<file path="config.mk">
export PLATFORM = sky130hd
export DESIGN_NAME = cmdout_stream_arbiter
export DESIGN_NICKNAME = d
export VERILOG_FILES = /design/src/rtl/cmdout_stream_arbiter.sv
export SDC_FILE = /design/constraint.sdc
export NUM_CORES = 1
export LEC_CHECK = 0
export BUFFER_PORTS_ARGS = -buffer_cell sky130_fd_sc_hd__buf_2
export CAP_MARGIN = 20
export CORE_AREA = 2 2 442 444
export DETAILED_ROUTE_END_ITERATION = 6
export DIE_AREA = 0 0 444 446
export GPL_ROUTABILITY_DRIVEN = 0
export PLACE_DENSITY_LB_ADDON = 0.2
export SLEW_MARGIN = 20
export SYNTH_ARGS = -nofsm -noshare
export SYNTH_HDL_FRONTEND = slang
export SYNTH_SLANG_ARGS = --single-unit
</file>
<file path="constraint.sdc">
create_clock -name clk -period 2.9 [get_ports clk]
set_input_delay 0.435 -clock clk [delete_from_list [all_inputs] [get_ports clk]]
set_output_delay 0.435 -clock clk [all_outputs]
set_load 0.03 [all_outputs]
</file>
<file path="src/rtl/cmdout_stream_arbiter.sv">
// Round-robin, packet-granular merge of accelerator cmd-out streams into one TID-tagged stream.
// Output registered (1 cycle); the granted TREADY follows output-register space only, never input valid.
module cmdout_stream_arbiter #(
  parameter int NUM_ACCS = 16,
  parameter int ACC_BITS = (NUM_ACCS > 1) ? $clog2(NUM_ACCS) : 1
) (
  input  logic                   clk,
  input  logic                   rst,
  input  logic [NUM_ACCS*64-1:0] acc_TDATA,
  input  logic [NUM_ACCS-1:0]    acc_TVALID,
  input  logic [NUM_ACCS-1:0]    acc_TLAST,
  output logic [NUM_ACCS-1:0]    acc_TREADY,
  output logic [63:0]            m_TDATA,
  output logic [ACC_BITS-1:0]    m_TID,
  output logic                   m_TLAST,
  output logic                   m_TVALID,
  input  logic                   m_TREADY,
  output logic                   busy
);

  typedef enum logic {IDLE, PASS} state_t;

  state_t              state, state_nxt;
  logic [ACC_BITS-1:0] rr_ptr, grant, hit_idx;
  logic [NUM_ACCS-1:0] req_rot;
  logic                hit_vld;
  logic [63:0]         sel_data;
  logic                sel_vld, sel_last;
  logic                out_free, accept;
  int                  pos;

  assign out_free = !m_TVALID || m_TREADY;
  assign accept   = (state == PASS) && sel_vld && out_free;
  assign busy     = (state == PASS) || m_TVALID;

  // Requests rotated so bit 0 is rr_ptr; the lowest set bit wins, then is mapped back with wrap.
  always_comb begin
    req_rot = NUM_ACCS'({acc_TVALID, acc_TVALID} >> rr_ptr);
    hit_vld = 1'b0;
    hit_idx = '0;
    pos     = 0;
    for (int k = NUM_ACCS - 1; k >= 0; k--) begin
      if (req_rot[k]) begin
        hit_vld = 1'b1;
        pos     = int'(rr_ptr) + k;
        if (pos >= NUM_ACCS) pos = pos - NUM_ACCS;
        hit_idx = pos[ACC_BITS-1:0];
      end
    end
  end

  always_comb begin
    sel_data   = '0;
    sel_vld    = 1'b0;
    sel_last   = 1'b0;
    acc_TREADY = '0;
    for (int i = 0; i < NUM_ACCS; i++) begin
      if (int'(grant) == i) begin
        sel_data      = acc_TDATA[64*i +: 64];
        sel_vld       = acc_TVALID[i];
        sel_last      = acc_TLAST[i];
        acc_TREADY[i] = (state == PASS) && out_free;
      end
    end
  end

  always_comb begin
    state_nxt = state;
    case (state)
      IDLE:    if (hit_vld) state_nxt = PASS;
      PASS:    if (accept && sel_last) state_nxt = IDLE;
      default: state_nxt = IDLE;
    endcase
  end

  always_ff @(posedge clk or posedge rst) begin
    if (rst) state <= IDLE;
    else     state <= state_nxt;
  end

  always_ff @(posedge clk or posedge rst) begin
    if (rst) begin
      rr_ptr   <= '0;
      grant    <= '0;
      m_TDATA  <= '0;
      m_TID    <= '0;
      m_TLAST  <= 1'b0;
      m_TVALID <= 1'b0;
    end else begin
      if (state == IDLE && hit_vld) grant <= hit_idx;
      if (accept) begin
        m_TDATA  <= sel_data;
        m_TID    <= grant;
        m_TLAST  <= sel_last;
        m_TVALID <= 1'b1;
        // Explicit wrap keeps rr_ptr inside 0..NUM_ACCS-1 for non-power-of-2 port counts.
        if (sel_last) begin
          if (int'(grant) == NUM_ACCS - 1) rr_ptr <= '0;
          else                             rr_ptr <= grant + ACC_BITS'(1);
        end
      end else if (m_TVALID && m_TREADY) begin
        m_TVALID <= 1'b0;
      end
    end
  end

endmodule

</file>
==> Implementation_results.wiki <==
{| class="wikitable"
! Metric !! Value
|-
| Run status || finished with violations
|-
| Failing checks || negative setup slack
|-
| Layout cell share with drive strength beyond 1 || 56.5%
|-
| Antenna violation net count after detailed routing || 0
|-
| Wire length of the first global-routing pass || 230000 microns
|-
| Internal power of the cells || 0.0163 W
|-
| Count of final hold-check violations || 0
|-
| Max Cap Violations || 0
|-
| Overflow after GRT || 0
|-
| Rel. slew slack || 56.8%
|-
| Critical path required time || 3.16 ns
|-
| Flop and latch count out of synthesis || 79
|-
| Most area-hungry cell type in the Yosys netlist || dfrtp_1
|-
| Net load switching power || 0.0208 W
|-
| Share of total power in sequential cells || 6.0%
|-
| Maximum operating frequency || 0.335 GHz
|-
| Vias per cell || 4.02
|-
| Dominant register cell in the synthesized netlist || dfrtp_1
|-
| Standard cell core area || 0.194 sq mm
|-
| Mean area per synthesized cell || 6.72 sq um
|-
| Fraction of the cycle the final worst path needs || 103%
|-
| Number of antenna violations at the first check in global routing || 98
|-
| Number of warnings issued by yosys || 0
|-
| Met3 global-route usage || 3.47%
|-
| Busiest metal layer after global routing || met2
|-
| Maximum clock skew at final layout || 0.0229 ns
|-
| Post-Layout Inst Area || 0.0280 sq mm
|-
| Synth Net Count || 3039
|-
| Synthesized netlist cell count || 1969
|-
| CTS tree || built
|-
| CTS HTree Levels || 3
|-
| Area share of the largest cell type after synthesis || 14.9%
|-
| Final routed wire length divided by cell count || 30.4 microns
|-
| Number of enable flip-flop cells after synthesis || 0
|-
| Post-synthesis instance area || 0.0132 sq mm
|-
| Main area contributors after synthesis || dfrtp_1 (15%), a21oi_1 (8.0%), o21ai_0 (7.4%)
|-
| Worst-path clk slew || 0.09 ns
|-
| Die width || 444 microns
|-
| TritonRoute pass-1 iters || 6
|-
| Area after DPL || 0.0252 sq mm
|-
| Kind of start point of the critical path || flip-flop
|-
| Drt first-iter violations || 2160
|-
| Initial cell density of the core || 6.84%
|-
| Insertion delay of the later-clocked pin in the worst-skew pair || 0.41 ns
|-
| Fraction of the yosys area taken by sequential cells || 14.9%
|-
| Post-route core utilization || 14.5%
|-
| Kind of critical path || flip-flop to flip-flop
|-
| Leakage Power || 12.0 nW
|-
| Post-synthesis async set-or-reset flop share || 100%
|-
| Maximum number of pins on one net before global-route repair || 102
|-
| Drt drc || 0
|-
| Number of cells after detailed placement || 5874
|-
| Vias || 24100
|-
| Final Setup Violations || 10
|-
| Unrepaired setup endpoints after global routing || yes
|-
| Num CTS Buffers || 9
|-
| Type of destination of the critical path || flip-flop
|-
| Max-slew violations || 0
|-
| Cell types with the highest counts after synthesis || nand2_1 (239), a21oi_1 (211), o21ai_0 (195)
|-
| Fraction of power consumed by the clock network || 4.2%
|-
| Critical Path AT || 3.25 ns
|-
| Logic gate share of total power || 89.8%
|-
| Height of the die || 446 microns
|-
| Fraction of power spent switching nets || 56.2%
|-
| IO Count || 1146
|-
| VDD IR max || 0.475 mV
|-
| Most used standard cell by instance count after synthesis || nand2_1
|-
| Pwr dens || 1320 mW/mm^2
|-
| Worst-path fanout max || 10
|-
| Synthesis-to-layout area growth || 112%
|-
| Met2 track utilization from global routing || 32.9%
|-
| Root Driver || clkbuf_16
|-
| Placement row count || 162
|-
| Min cycle time layout || 2.99 ns
|-
| Worst-case setup margin in the final layout || -0.0854 ns
|-
| IO buf count || 1145
|-
| Number of different library cells in the post-synthesis netlist || 81
|-
| Via count of the first global-routing pass || 24100
|-
| NumNets Final || 4468
|-
| Max clock buf depth || 2
|-
| Final wirelength || 182000 microns
|-
| Final Instance Count excl. Fillers || 5986
|-
| Met1 routing resource usage after global routing || 19.2%
|-
| Combined global-route utilization of all metal layers || 17.4%
|-
| Full die area || 0.198 sq mm
|-
| Tightest Pin Transition || 0.645 ns
|-
| Dpl hpwl || 156000 microns
|-
| Worst Hold Class || input port to async pin
|-
| Sink count of the clock tree || 79
|}
## cells in the final DEF, fill, tap and decap left out, types with 57 or more instances in the layout
cell / n
o211ai_1: 67
buf_6: 62
o21ai_0: 141
buf_2: 1143
nor3_1: 65
a222oi_1: 57
nand2_1: 232
a31oi_1: 58
dfrtp_1: 75
buf_4: 355
a21oi_1: 184
nor2_1: 150
o22ai_1: 66
## per-stage QoR
step / total power (W) / setup slack (ns) / setup TNS (ns) / hold slack, ns
final: 0.0371 / -0.0854 / -0.316 / 0.0533
after detailed placement: 0.0323 / -0.829 / -17.77 / 0.464
after global routing: 0.0394 / -0.153 / -6.40 / 0.0745
after floorplan: 0.0147 / 0.000937 / 0 / 0.550
after global placement: 0.0324 / -0.823 / -18.13 / 0.458
after CTS: 0.0361 / -0.0875 / -0.627 / 0.0445
## path summary, 6_finish.rpt
check / from / end / slack, ns / cells past startpoint
worst max-delay path: grant[0] / m_TDATA[52] / -0.09 / 14
worst min-delay path: rst / m_TDATA[7] / 0.05 / 2
worst max register to register: grant[0] / m_TDATA[52] / -0.09 / 14
worst min register to register: m_TLAST / m_TLAST / 0.48 / 1
max in group asynchronous: rst / m_TDATA[53] / 2.22 / 3
min in group clk: acc_TDATA[997] / m_TDATA[37] / 0.29 / 3
## what timing repair did
action	4_1_cts	5_1_grt
setup endpoints to repair	77	75
cloned	3	8
hold endpoints to repair	0	0
pin swaps	64	85
buffers inserted	31	21
hold buffers	0	0
gates resized for setup	232	163
## kinds of logic (layout without fill, tap and decap cells)
kind of cell | Yosys count | count (layout) | share of synthesized area (%)
compound gates | 908 | 908 | 45.6
xor+xnor | 7 | 7 | 0.463
fa+ha+maj | 11 | 11 | 1.04
buf+inv | 235 | 1669 | 7.02
flops | 79 | 79 | 14.9
mux | 70 | 70 | 7.71
other cells | 0 | 41 | 0
simple gates | 659 | 659 | 23.3
## final cells by class
type	instances	area [sq um]
clock buffers	10	239
diodes	41	103
flip-flops and latches	79	1980
inverters	18	72.6
well taps	2542	3180
multi-input cells	1655	11700
fillers	22500	166000
repair buffers	1635	10600
clock inverters	6	116
## critical path: stages, from the launching register on
cell and delay, ns:
dfrtp_1 0.42, buf_6 0.13, ha_4 0.20, buf_6 0.13, nand3b_1 0.15, buf_6 0.14
buf_6 0.13, nor2_4 0.05, buf_12 0.15, buf_4 0.18, a22oi_2 0.20, nand3_2 0.10
a222oi_1 0.52, buf_4 0.20, a31oi_1 0.08
## power groups by stage
| stage | clock network [W] | logic (W) | registers [W] |
|---|---|---|---|
| finish | 0.00155 | 0.0333 | 0.00223 |
| global route | 0.00166 | 0.0354 | 0.00230 |
| CTS | 0.00164 | 0.0323 | 0.00224 |
| detailed placement | 0 | 0.0300 | 0.00224 |
| global placement | 0 | 0.0302 | 0.00226 |
| floorplan | 0 | 0.0116 | 0.00304 |
## registers in the layout (all words and copies together) (netlist names)
name      cells
m_TDATA      64
rr_ptr        4
m_TVALID      1
m_TLAST       1
m_TID         4
grant         4
state         1
## per-layer routing
metal / routed length, microns / part of all wire [%] / vias to the layer above
met5: 264 / 0.14 / -
met3: 11900 / 6.5 / 249
met1: 67500 / 37 / 11900
met4: 6110 / 3.3 / 42
li1: - / - / 10700
met2: 96500 / 53 / 1265
No activity file was read; power rests on OpenSTA's default activity.
